[src/rtl/riscv_pkg.sv]
// rtl/riscv_pkg.sv - shared riscv types: default register address/word widths, read-port count, sweep states
package riscv_pkg;

  localparam int XLEN       = 32;
  localparam int REG_ADDR_W = 5;

  typedef logic [REG_ADDR_W-1:0] addr_t;
  typedef logic [XLEN-1:0]       word_t;

  localparam int REGFILE_NREAD = 2;

  typedef enum logic {
    SWEEP_IDLE  = 1'b0,
    SWEEP_CLEAR = 1'b1
  } sweep_state_t;

endpackage

[src/rtl/regfile_mp_if.sv]
// rtl/regfile_mp_if.sv - register file bus: clear/ready handshake, read ports and write port
interface regfile_mp_if
  import riscv_pkg::*;
#(
  parameter int DATA_WIDTH = $bits(word_t),
  parameter int ADDR_WIDTH = $bits(addr_t),
  parameter int NREAD      = REGFILE_NREAD
);

  logic                                clear;
  logic                                ready;
  logic [NREAD-1:0][ADDR_WIDTH-1:0]    raddr;
  logic [NREAD-1:0][DATA_WIDTH-1:0]    rdata;
  logic                                wen;
  logic [ADDR_WIDTH-1:0]               waddr;
  logic [DATA_WIDTH-1:0]               wdata;

  modport master (
    output clear, raddr, wen, waddr, wdata,
    input  ready, rdata
  );

  modport slave (
    input  clear, raddr, wen, waddr, wdata,
    output ready, rdata
  );

endinterface

[src/rtl/regfile_mp_sweep.sv]
// rtl/regfile_mp_sweep.sv - regfile_sweep: clear-sweep FSM zeroing one entry per cycle from 1 to all-ones
module regfile_sweep
  import riscv_pkg::*;
#(
  parameter int ADDR_WIDTH = $bits(addr_t)
) (
  input  logic                  clk,
  input  logic                  reset,
  input  logic                  clear,
  output logic                  ready,
  output logic                  sweep_en,
  output logic [ADDR_WIDTH-1:0] sweep_addr
);

  sweep_state_t          state_q, state_d;
  logic [ADDR_WIDTH-1:0] cnt_q, cnt_d;

  // reset behaves exactly like a clear request: enter the sweep at entry 1
  always_ff @(posedge clk) begin
    if (reset) begin
      state_q <= SWEEP_CLEAR;
      cnt_q   <= ADDR_WIDTH'(1);
    end else begin
      state_q <= state_d;
      cnt_q   <= cnt_d;
    end
  end

  always_comb begin
    state_d  = state_q;
    cnt_d    = cnt_q;
    ready    = 1'b0;
    sweep_en = 1'b0;
    unique case (state_q)
      SWEEP_IDLE: begin
        ready = 1'b1;
        if (clear) begin
          state_d = SWEEP_CLEAR;
          cnt_d   = ADDR_WIDTH'(1);
        end
      end
      SWEEP_CLEAR: begin
        sweep_en = 1'b1;
        // terminal compare on all-ones so the counter never wraps
        if (clear) begin
          cnt_d = ADDR_WIDTH'(1);
        end else if (cnt_q == '1) begin
          state_d = SWEEP_IDLE;
        end else begin
          cnt_d = cnt_q + ADDR_WIDTH'(1);
        end
      end
      default: begin
        state_d = SWEEP_CLEAR;
        cnt_d   = ADDR_WIDTH'(1);
      end
    endcase
  end

  assign sweep_addr = cnt_q;

endmodule

[src/rtl/regfile_mp.sv]
// rtl/regfile_mp.sv - multi-read-port register file with x0 hardwired zero and clear sweep; REGFILE_BYPASS_EN adds write-to-read forwarding
module regfile_mp
  import riscv_pkg::*;
#(
  parameter int DATA_WIDTH = $bits(word_t),
  parameter int ADDR_WIDTH = $bits(addr_t),
  parameter int NREAD      = REGFILE_NREAD
) (
  input  logic       clk,
  input  logic       reset,
  regfile_mp_if.slave bus
);

  localparam int NUM_ENTRIES = (1 << ADDR_WIDTH) - 1;

  logic [DATA_WIDTH-1:0]            mem_q [NUM_ENTRIES];
  logic                             ready;
  logic                             sweep_en;
  logic [ADDR_WIDTH-1:0]            sweep_addr;
  logic                             wr_commit;
  logic [NREAD-1:0][DATA_WIDTH-1:0] rdata_d;

  // address a lives in entry a-1; address 0 has no storage
  function automatic logic [ADDR_WIDTH-1:0] entry_of(input logic [ADDR_WIDTH-1:0] a);
    return a - ADDR_WIDTH'(1);
  endfunction

  regfile_sweep #(
    .ADDR_WIDTH (ADDR_WIDTH)
  ) u_sweep (
    .clk        (clk),
    .reset      (reset),
    .clear      (bus.clear),
    .ready      (ready),
    .sweep_en   (sweep_en),
    .sweep_addr (sweep_addr)
  );

  assign bus.ready = ready;

  // a write coinciding with clear or reset is dropped in favour of the sweep
  assign wr_commit = bus.wen && ready && (bus.waddr != '0) && !bus.clear && !reset;

  always_ff @(posedge clk) begin
    if (sweep_en) begin
      mem_q[entry_of(sweep_addr)] <= '0;
    end else if (wr_commit) begin
      mem_q[entry_of(bus.waddr)] <= bus.wdata;
    end
  end

  always_comb begin
    rdata_d = '0;
    for (int i = 0; i < NREAD; i++) begin
      if (ready && (bus.raddr[i] != '0)) begin
        rdata_d[i] = mem_q[entry_of(bus.raddr[i])];
`ifdef REGFILE_BYPASS_EN
        if (bus.wen && (bus.waddr != '0) && (bus.raddr[i] == bus.waddr)) begin
          rdata_d[i] = bus.wdata;
        end
`endif
      end
    end
  end

  assign bus.rdata = rdata_d;

endmodule
[src/flat_wrapper.sv]
// flat-port wrapper written by rule: the top's interface ports become plain ports
module regfile_mp_flat import riscv_pkg::*;
#(
  parameter int DATA_WIDTH = $bits(word_t),
  parameter int ADDR_WIDTH = $bits(addr_t),
  parameter int NREAD      = REGFILE_NREAD
)
  (clk, reset, bus_clear, bus_raddr, bus_wen, bus_waddr, bus_wdata, bus_ready, bus_rdata);
  regfile_mp_if #(.DATA_WIDTH(DATA_WIDTH), .ADDR_WIDTH(ADDR_WIDTH), .NREAD(NREAD)) bus_i ();
  input  logic clk;
  input  logic reset;
  input wire logic [$bits(bus_i.clear)-1:0] bus_clear;
  input wire logic [$bits(bus_i.raddr)-1:0] bus_raddr;
  input wire logic [$bits(bus_i.wen)-1:0] bus_wen;
  input wire logic [$bits(bus_i.waddr)-1:0] bus_waddr;
  input wire logic [$bits(bus_i.wdata)-1:0] bus_wdata;
  output wire logic [$bits(bus_i.ready)-1:0] bus_ready;
  output wire logic [$bits(bus_i.rdata)-1:0] bus_rdata;
  assign bus_i.clear = bus_clear;
  assign bus_i.raddr = bus_raddr;
  assign bus_i.wen = bus_wen;
  assign bus_i.waddr = bus_waddr;
  assign bus_i.wdata = bus_wdata;
  assign bus_ready = bus_i.ready;
  assign bus_rdata = bus_i.rdata;
  regfile_mp #(.DATA_WIDTH(DATA_WIDTH), .ADDR_WIDTH(ADDR_WIDTH), .NREAD(NREAD)) u_core (.clk(clk), .reset(reset), .bus(bus_i));
endmodule
[config.mk]
export PLATFORM = sky130hd
export DESIGN_NAME = regfile_mp_flat
export DESIGN_NICKNAME = d
export VERILOG_FILES = /design/src/rtl/riscv_pkg.sv /design/src/rtl/regfile_mp_if.sv /design/src/rtl/regfile_mp_sweep.sv /design/src/rtl/regfile_mp.sv /design/src/flat_wrapper.sv
export SDC_FILE = /design/constraint.sdc
export NUM_CORES = 1
export LEC_CHECK = 0
export CORE_ASPECT_RATIO = 0.8
export CORE_MARGIN = 2
export CORE_UTILIZATION = 55
export CTS_BUF_LIST = sky130_fd_sc_hd__clkbuf_4 sky130_fd_sc_hd__clkbuf_8
export CTS_CLUSTER_SIZE = 25
export DETAILED_ROUTE_END_ITERATION = 12
export PLACE_DENSITY_LB_ADDON = 0.2
export REMOVE_ABC_BUFFERS = 1
export SLEW_MARGIN = 20
export SYNTH_ARGS = -nofsm -noshare
export SYNTH_HDL_FRONTEND = slang
export SYNTH_SLANG_ARGS = --single-unit
[constraint.sdc]
create_clock -name clk -period 5.3 [get_ports clk]
set_input_delay 1.06 -clock clk [delete_from_list [all_inputs] [get_ports clk]]
set_output_delay 1.06 -clock clk [all_outputs]
set_load 0.01 [all_outputs]
**After elaboration in Yosys (flattened, before gate mapping)**

Memories as Yosys holds them, arrays and structs flattened.
Index checks and enable logic that the tools add are counted.

- Add/sub/neg operators: 5
- Eq/ne operators: 3
- Muxes and demuxes: 20
- Bitwise logic cells: 1
- Reduce and logical (&&, ||, !) cells: 13

Operator list:

| cell | number |
|---|---|
| $mux W32 | 3 |
| $reduce_or A32 Y1 | 1 |
| $mux W5 | 4 |
| $sub A5 B1 Y5 const B | 4 |
| $reduce_bool A5 Y1 | 3 |
| $mux W1 | 11 |
| $pmux W5 S2 | 1 |
| $logic_and A1 B1 Y1 | 6 |
| $add A5 B1 Y5 const B | 1 |
| $eq A5 B5 Y1 const B | 1 |
| $ne A3 B3 Y1 const B | 1 |
| $logic_not A1 Y1 | 2 |
| $ne A2 B2 Y1 const B | 1 |
| $pmux W1 S2 | 1 |
| $reduce_and A2 Y1 | 1 |
| $not A1 Y1 | 1 |

- Register bits: 6
- Bits in writable memories: 992
- Input bits: 51
- Output and inout port bits: 65
- Logic and storage cells: 45
- Memories: 1

Memory list:

| memory | depth | width | rd ports | clocked after memory_dff | wr ports | line | text |
|---|---|---|---|---|---|---|---|
| u_core.mem_q | 31 | 32 | 2 | 0 | 1 | regfile_mp.sv:16 | `logic [DATA_WIDTH-1:0] mem_q [NUM_ENTRIES];` |

**Logic depth before layout (Yosys ltp)**

Gate-level depths: netlist of run 1.

- Depth in word-level cells: 10
- Depth in mapped cells: 13
- Gate-level depth less buffers: 7

**Modules after synthesis**

From an unflattened synthesis of run 1, not the netlist that was laid out.

- Cell total of the unflattened synthesis: 2653
- Area total of the unflattened synthesis: 47630.7 sq um

Modules (own cells, without submodules):

| module | instances | cells each | area an instance (sq um) | seq. area each (sq um) |
|---|---|---|---|---|
| regfile_mp | 1 | 2625 | 47362.9 | 29788.6 |
| regfile_sweep | 1 | 28 | 267.8 | 120.1 |

**Least setup slack after synthesis of run 1**

OpenSTA, ideal clock, no wires.

- Kind: input -> output
- From: input bus_raddr[5]
- To: output bus_rdata[46]
- Data arrival time: 3.850 ns
- Data required time: 4.240 ns
- Setup slack: 0.390 ns
- Stages: 10
- Path buffers: 5
- Path through: buf_2 buf_4 buf_1 inv_1 ha_1 buf_2 clkbuf_1 mux4_2 a222oi_1 o22ai_1

- Word-level cells in the longest chain between the ends: 3
- Elaborated cells between the ends (all ways): 5
- Classes of those cells: add/sub (1); mux (1); reduce/logical (2); memory (1)

Ends and longest elaborated chain:

| what | line | text |
|---|---|---|
| start: declaration | flat_wrapper.sv:13 | `input wire logic [$bits(bus_i.raddr)-1:0] bus_raddr;` |
| $sub A5 B1 Y5 or $reduce_bool A5 Y1 (tied branches) | regfile_mp.sv:25, regfile_mp.sv:55 |  |
| $mem_v2 Z31 W32 or $logic_and A1 B1 Y1 (tied branches) | -- |  |
| $mux W32 * | regfile_mp.sv:55 | `if (ready && (bus.raddr[i] != '0)) begin` |
| end: declaration | flat_wrapper.sv:18 | `output wire logic [$bits(bus_i.rdata)-1:0] bus_rdata;` |

Mark *: on every way between the ends. The rest lies on a longest branch, timed or not.

**Worst setup path after layout of run 1**

- From: input bus_raddr[6]
- To: output bus_rdata[33]

The elaborated chain is that of the path after synthesis.

==> results of run 1 <==
## cell usage in the layout, fill, tap and decap left out, types with 4 or more instances in the layout
| cell | count |
|---|---|
| edfxtp_1 | 992 |
| mux2_2 | 178 |
| buf_12 | 60 |
| inv_6 | 4 |
| nor3b_1 | 11 |
| nand2_1 | 337 |
| inv_1 | 6 |
| a21oi_1 | 128 |
| a222oi_1 | 62 |
| buf_4 | 108 |
| nor2_4 | 33 |
| nand3b_1 | 5 |
| mux2i_1 | 7 |
| mux2_1 | 14 |
| nor3_1 | 11 |
| xor2_1 | 4 |
| nand3_1 | 5 |
| clkinv_1 | 44 |
| clkinv_2 | 14 |
| clkbuf_4 | 49 |
| o21ai_0 | 6 |
| clkdlybuf4s50_1 | 113 |
| clkbuf_8 | 161 |
| mux4_2 | 442 |
| clkinvlp_4 | 7 |
| dfxtp_1 | 6 |
| o22ai_1 | 66 |
| nor2_1 | 10 |
| xor2_4 | 4 |
| and2_1 | 37 |
## where the power goes
group / switching, uW / internal, uW / total (uW)
clock: 3070 / 3320 / 6400
combinational: 983 / 766 / 1750
sequential: 26.9 / 8620 / 8650
total: 4080 / 12700 / 16800
## cells by family (layout without fill, tap and decap cells)
family | after synthesis | count (layout) | synth area share, %
AOI/OAI and AO/OA | 287 | 287 | 4.03
xor gates and xnor gates | 13 | 13 | 0.273
DFF | 998 | 998 | 63.3
muxes | 642 | 642 | 25.8
adders and majority gates | 6 | 6 | 0.159
and+or+nand+nor | 471 | 471 | 4.27
buffers and inverters | 215 | 573 | 2.14
## worst max-delay path: cells and delay by family
kind,cells,cell delay (ns)
xor gates and xnor gates,1,0.23
muxes,1,0.39
adders and majority gates,1,0.31
AOI/OAI and AO/OA,2,0.59
buffers and inverters,4,1.49
## metal layers
layer | track usage (%) | vias up
li1 | - | 11500
met1 | 42.5 | 15100
met2 | 49.9 | 2039
met3 | 6.62 | 376
met4 | 14.0 | 2
met5 | 0 | -
## sequential cells by signal (all words and copies together), names as in the netlist
name and cells:
u_core.mem_q 992, u_core.u_sweep.sweep_addr 5, u_core.u_sweep.state_q 1
## final timing paths
| kind | start | endpoint | slack (ns) | depth (start not counted) |
|---|---|---|---|---|
| setup / recovery | bus_raddr[6] | bus_rdata[33] | 0.12 | 9 |
| hold / removal | u_core.u_sweep.sweep_addr[2] | u_core.u_sweep.sweep_addr[2] | 0.63 | 2 |
| setup reg to reg | u_core.u_sweep.state_q | u_core.mem_q[13][4] | 1.53 | 6 |
| hold reg to reg | u_core.u_sweep.sweep_addr[2] | u_core.u_sweep.sweep_addr[2] | 0.63 | 2 |
## stage by stage
stage / setup slack [ns] / utilization, % / TNS, ns
finish: 0.116 / 63.5 / 0
global route: 0.0282 / 63.5 / 0
CTS: 0.0456 / 63.5 / 0
detailed placement: 0.0560 / 60.0 / 0
global placement: 0.0494 / 60.0 / 0
floorplan: -3.68 / - / -232.97
## what timing repair did
action                                 4_1_cts  5_1_grt
setup endpoints to repair                    0       16
endpoints found under the hold margin        0        0
gates resized for setup                      0        2
## layout make-up
cell class | instances | area, um^2
inverter | 6 | 22.5
fill | 5813 | 31100
timing repair buffer | 283 | 3170
clock buffer | 210 | 2580
tap | 1127 | 1410
clock inverter | 74 | 435
multi-input combinational | 1419 | 16700
sequential | 998 | 29900
==> summary.txt, run 1 <==
Die
  • Row cnt: 96
  • Core area: 0.0854 mm^2
  • Initial Util: 55.3%
  • I/O pin total: 116
  • Die Area: 0.0883 mm^2
  • Die H: 266 um
  • Die X: 332 um

Timing
  • Final setup vio count: 0
  • Max Slew Vio Count: 0
  • Max Fclk: 193 MHz
  • Hold Slack: 0.626 ns
  • Fin crit period: 5.18 ns
  • Post-Route Skew: 0.0204 ns
  • Period utilization: 97.8%
  • RSZ-0062 raised after global routing: no
  • Relative max-transition margin: 30.7%
  • Slew @ Worst Pin: 1.04 ns
  • Final Hold Violating Endpoints: 0

Critical path
  • Max stage delay on crit path: 0.53 ns
  • WP data required: 4.24 ns
  • CP endpoint kind: output pin
  • CP max stage cell: clkdlybuf4s50_1
  • Most common cell on crit path: clkdlybuf4s50_1
  • CP Cell Sequence: clkdlybuf4s50_1 > inv_1 > ha_2 > xor2_4 > buf_12 > mux4_2 > a222oi_1 > o22ai_1 > clkdlybuf4s50_1
  • CP Class: input port to output pin
  • Critical Path Fanout Max: 55
  • Data arrival, critical path: 4.12 ns
  • CP Launch Type: input port

Detailed routing
  • DR vias: 29,000
  • Post-DRT Antenna Nets: 0
  • Drt wl/cell: 33.4 um
  • Drt pass-1 iters: 6
  • Met3 layer wire length in the routed design: 14,900 um
  • DRC errors left: 0
  • Initial DRC Count: 3,834
  • Met2 wire length: 65,700 um
  • Total Routed Length: 137,000 um
  • Max layer used: met5
  • Routed vias/inst: 7.04
  • Wl on met1: 51,000 um

Power
  • Max IR drop VDD: 0.231 mV
  • Leakage dissipation: 0.0189 uW
  • PD cells: 309 mW/mm^2
  • Power Total: 16,800 uW

Logic synthesis
  • Post-Syn Area: 0.0473 mm^2
  • Most instantiated cells after synthesis: 992 x edfxtp_1, 442 x mux4_2, 339 x nand2_1
  • Cell taking the most area after synthesis: edfxtp_1
  • Syn. warnings: 0
  • Part of the Yosys area used for sequential elements: 63.3%
  • Area share of the largest cell type after synthesis: 63.0%
  • Most frequent cell after synthesis: edfxtp_1
  • Syn avg cell area: 18.0 um^2
  • Number of synthesized flops with an enable pin: 992
  • Seq cells post-synth: 998
  • Post-synth ARST share: 0%
  • Synth cell types: 53
  • Synth top area cells: edfxtp_1 63%, mux4_2 21%, mux2_2 4.2%
  • Mapped Cells: 2,632
  • Synth Flop Type: edfxtp_1

Flow run
  • Max-cap viol count: 0

Layout
  • # diodes: 0
  • Post-Layout Cell Count: 4,117
  • Final Cell Area: 0.0543 mm^2
  • Share of layout cells above drive strength 1: 36.3%
  • Final nets: 2,922
  • Area grow syn2layout: 14.8%

Placement
  • Dpl hpwl: 78,900 um
  • Placer congestion estimate: 0.880
  • Placed inst area: 0.0512 mm^2
  • Placed Cells: 3,833
  • PortBufs: 115

Global routing
  • Pin count of the biggest net entering global routing: 76
  • Initial antenna violation count: 2
  • Total grt overflow: 0
  • GRT Overall Usage: 31.4%
  • First-pass GRT wire length: 199,000 um
  • Vias in the first global route: 29,900

CTS
  • CTS clk-pin slew, worst paths: 0.06 ns
  • Worst skew pair latency: 0.83 ns
  • H-tree lvl count: 4
  • Maximum clock insertion buffer count: 3
  • CTS Sinks: 998
  • CTS Buf Count: 157
  • Root buffer cell: clkbuf_8
  • CTS tree: yes
  • Post-CTS Setup Inserts: 0
  • Hold buffer count at CTS: 0

Hold path
  • HP Class: flop to flop

Status
  • Status: completed
Note: power is estimated with default switching activity, not from simulation.
==> inputs of run 2 (changes only) <==
--- a/config.mk
+++ b/config.mk
@@ -6,13 +6,13 @@
 export NUM_CORES = 1
 export LEC_CHECK = 0
 export CORE_ASPECT_RATIO = 0.8
-export CORE_MARGIN = 2
 export CORE_UTILIZATION = 55
-export CTS_BUF_LIST = sky130_fd_sc_hd__clkbuf_4 sky130_fd_sc_hd__clkbuf_8
+export CTS_BUF_LIST = sky130_fd_sc_hd__clkbuf_8
 export CTS_CLUSTER_SIZE = 25
 export DETAILED_ROUTE_END_ITERATION = 12
 export PLACE_DENSITY_LB_ADDON = 0.2
 export REMOVE_ABC_BUFFERS = 1
+export SETUP_SLACK_MARGIN = 0.1
 export SLEW_MARGIN = 20
 export SYNTH_ARGS = -nofsm -noshare
 export SYNTH_HDL_FRONTEND = slang
==> summary.txt, run 2 (same netlist as run 1, synthesis figures left out) <==
Status
  • Status: completed

Detailed routing
  • DRC errors left: 0 (unchanged)
  • Post-DRT Antenna Nets: 0 (unchanged)
  • Initial DRC Count: 4,280 (+12%)
  • Total Routed Length: 143,000 um (+4.2%)
  • DR vias: 29,300 (+0.97%)
  • Drt pass-1 iters: 9 (+3)
  • Drt wl/cell: 34.7 um (+4.0%)
  • Routed vias/inst: 7.09 (+0.75%)

Die
  • I/O pin total: 116 (unchanged)
  • Die X: 330 um (-0.60%)
  • Core area: 0.0845 mm^2 (-1.0%)
  • Initial Util: 55.9% (+0.58 points)
  • Row cnt: 95 (-1.0%)
  • Die Area: 0.0871 mm^2 (-1.3%)
  • Die H: 264 um (-0.75%)

Power
  • PD cells: 300 mW/mm^2 (-3.2%)
  • Max IR drop VDD: 0.240 mV (+4.0%)
  • Leakage dissipation: 0.0192 uW (+1.4%)

Timing
  • Period utilization: 97.3% (-0.47 points)
  • Post-Route Skew: 0.0294 ns (+0.00907 ns)
  • Slew @ Worst Pin: 1.03 ns (-0.0101 ns)
  • RSZ-0062 raised after global routing: no
  • Final Hold Violating Endpoints: 0 (unchanged)
  • Fin Setup TNS: 0 ns (unchanged)
  • Max Slew Vio Count: 0 (unchanged)
  • Final setup vio count: 0 (unchanged)
  • Relative max-transition margin: 31.4% (+0.67 points)
  • Max Fclk: 194 MHz (+0.49%)
  • Fin crit period: 5.16 ns (-0.0251 ns)

Layout
  • Most frequent cells in the layout: 992 x edfxtp_1, 442 x mux4_2, 337 x nand2_1
  • Area grow syn2layout: 15.4%
  • FILL cells: 5,725 (-1.5%)
  • Final Cell Area: 0.0545 mm^2 (+0.46%)
  • Most common cell after layout, fill and taps aside: edfxtp_1
  • Final nets: 2,963 (+1.4%)
  • Max reg flops: 992 (unchanged)
  • Share of layout cells above drive strength 1: 35.9% (-0.45 points)
  • Register with the most flip-flops: u_core.mem_q
  • # diodes: 0 (unchanged)

Flow run
  • Max-cap viol count: 0 (unchanged)

Global routing
  • Initial antenna violation count: 1 (-1)
  • First-pass GRT wire length: 203,000 um (+2.3%)
  • GRT Overall Usage: 33.1% (+1.7 points)
  • Total grt overflow: 0 (unchanged)
  • Vias in the first global route: 29,700 (-0.85%)
  • Pin count of the biggest net entering global routing: 80 (+5.3%)

CTS
  • H-tree lvl count: 4 (unchanged)
  • CTS tree: yes
  • CTS Sinks: 998 (unchanged)
  • CTS clk-pin slew, worst paths: 0.06 ns (about the same)
  • CTS Buf Count: 154 (-1.9%)
  • Root buffer cell: clkbuf_8
  • Worst skew pair latency: 0.83 ns (about the same)
  • Maximum clock insertion buffer count: 3 (unchanged)

Critical path
  • Critical Path Fanout Max: 18 (-67%)
  • R2R Setup Slk: 1.72 ns (+0.19 ns)
  • CP Class: input port to output pin
  • CP endpoint kind: output pin
  • CP Launch Type: input port
  • Data arrival, critical path: 4.10 ns (-0.02 ns)
  • Worst r2r dst: u_core.mem_q[29][7]
  • WP data required: 4.24 ns (about the same)
  • R2R cell count: 6 (unchanged)
  • Critical Path Start: bus_raddr[1]
  • R2r startpoint: u_core.u_sweep.state_q

Hold path
  • Hold Path End: u_core.u_sweep.sweep_addr[2]
  • HP Class: flop to flop
  • Worst hold path depth: 2 (unchanged)
  • Hold_sp: u_core.u_sweep.sweep_addr[2]

Placement
  • Placer congestion estimate: 0.829 (-5.8%)
  • Dpl hpwl: 81,000 um (+2.7%)
  • PortBufs: 115 (unchanged)
  • Placed inst area: 0.0514 mm^2 (+0.30%)
-- run 2: changes by cell type in the layout (fill, tap and decap cells not counted), sizes merged --
cell      delta
clkbuf      -47
inv         +42
buf         +40
clkinv      -13
bufinv       -2
bufbuf       +1
clkinvlp     -1
nor2         +1
-- run 2: cell type report --
cell class	instances	area, um^2	share of cell area [%]
sequential	998	29900	54.9
multi-input combinational	1420	16800	30.8
timing repair buffer	326	3730	6.84
clock buffer	161	2220	4.07
tap	1115	1400	2.56
clock inverter	100	452	0.829
inverter	6	22.5	0.0413
-- run 2: repair_timing --
| item | CTS | global route |
|---|---|---|
| setup endpoints to repair | 25 | 48 |
| pin swaps | 5 | 6 |
| gates resized for setup | 6 | 12 |
| cloned | 2 | 2 |
| setup buffers | 20 | 1 |
| hold buffers | 0 | 0 |
-- run 2: how the worst max path moves through the flow --
stage | end | slack, ns
floorplan | bus_rdata[61] | -3.68
global placement | bus_rdata[1] | -0.19
detailed placement | bus_rdata[1] | -0.18
CTS | bus_rdata[29] | 0.09
global route | bus_rdata[9] | 0.09
finish | bus_rdata[1] | 0.14
-- run 2: routing by layer --
layer,vias to the layer above,GRT usage (%),wire (um)
li1,11600,-,-
met1,15100,44.4,50900
met2,2188,51.6,68300
met3,388,8.14,17700
met4,0,15.2,6330
met5,-,0,0
-- run 2: metrics by stage --
step	hold WS, ns	cells	util (%)	worst slack [ns]	power (uW)
6_report	0.615	4126	64.5	0.141	16300
3_3_place_gp	0.596	3840	60.8	-0.194	10500
3_5_place_dp	0.599	3840	60.8	-0.176	10600
2_1_floorplan	0.555	2423	-	-3.68	9870
5_1_grt	0.657	4126	64.5	0.0899	16800
4_1_cts	0.608	4123	64.4	0.0873	16300
-- run 2: worst max-delay path, stage by stage --
cell,delay (ns)
clkdlybuf4s50_1,0.54
inv_2,0.09
ha_4,0.31
buf_12,0.15
buf_6,0.27
mux4_2,0.26
nand2_1,0.06
a21oi_1,0.16
a21oi_1,0.08
buf_4,0.16
o22ai_2,0.30
clkdlybuf4s50_1,0.62
-- run 2: report_power, final --
group          internal, uW  switching [uW]
sequential             8620            27.1
combinational           835            1030
clock                  2840            2990
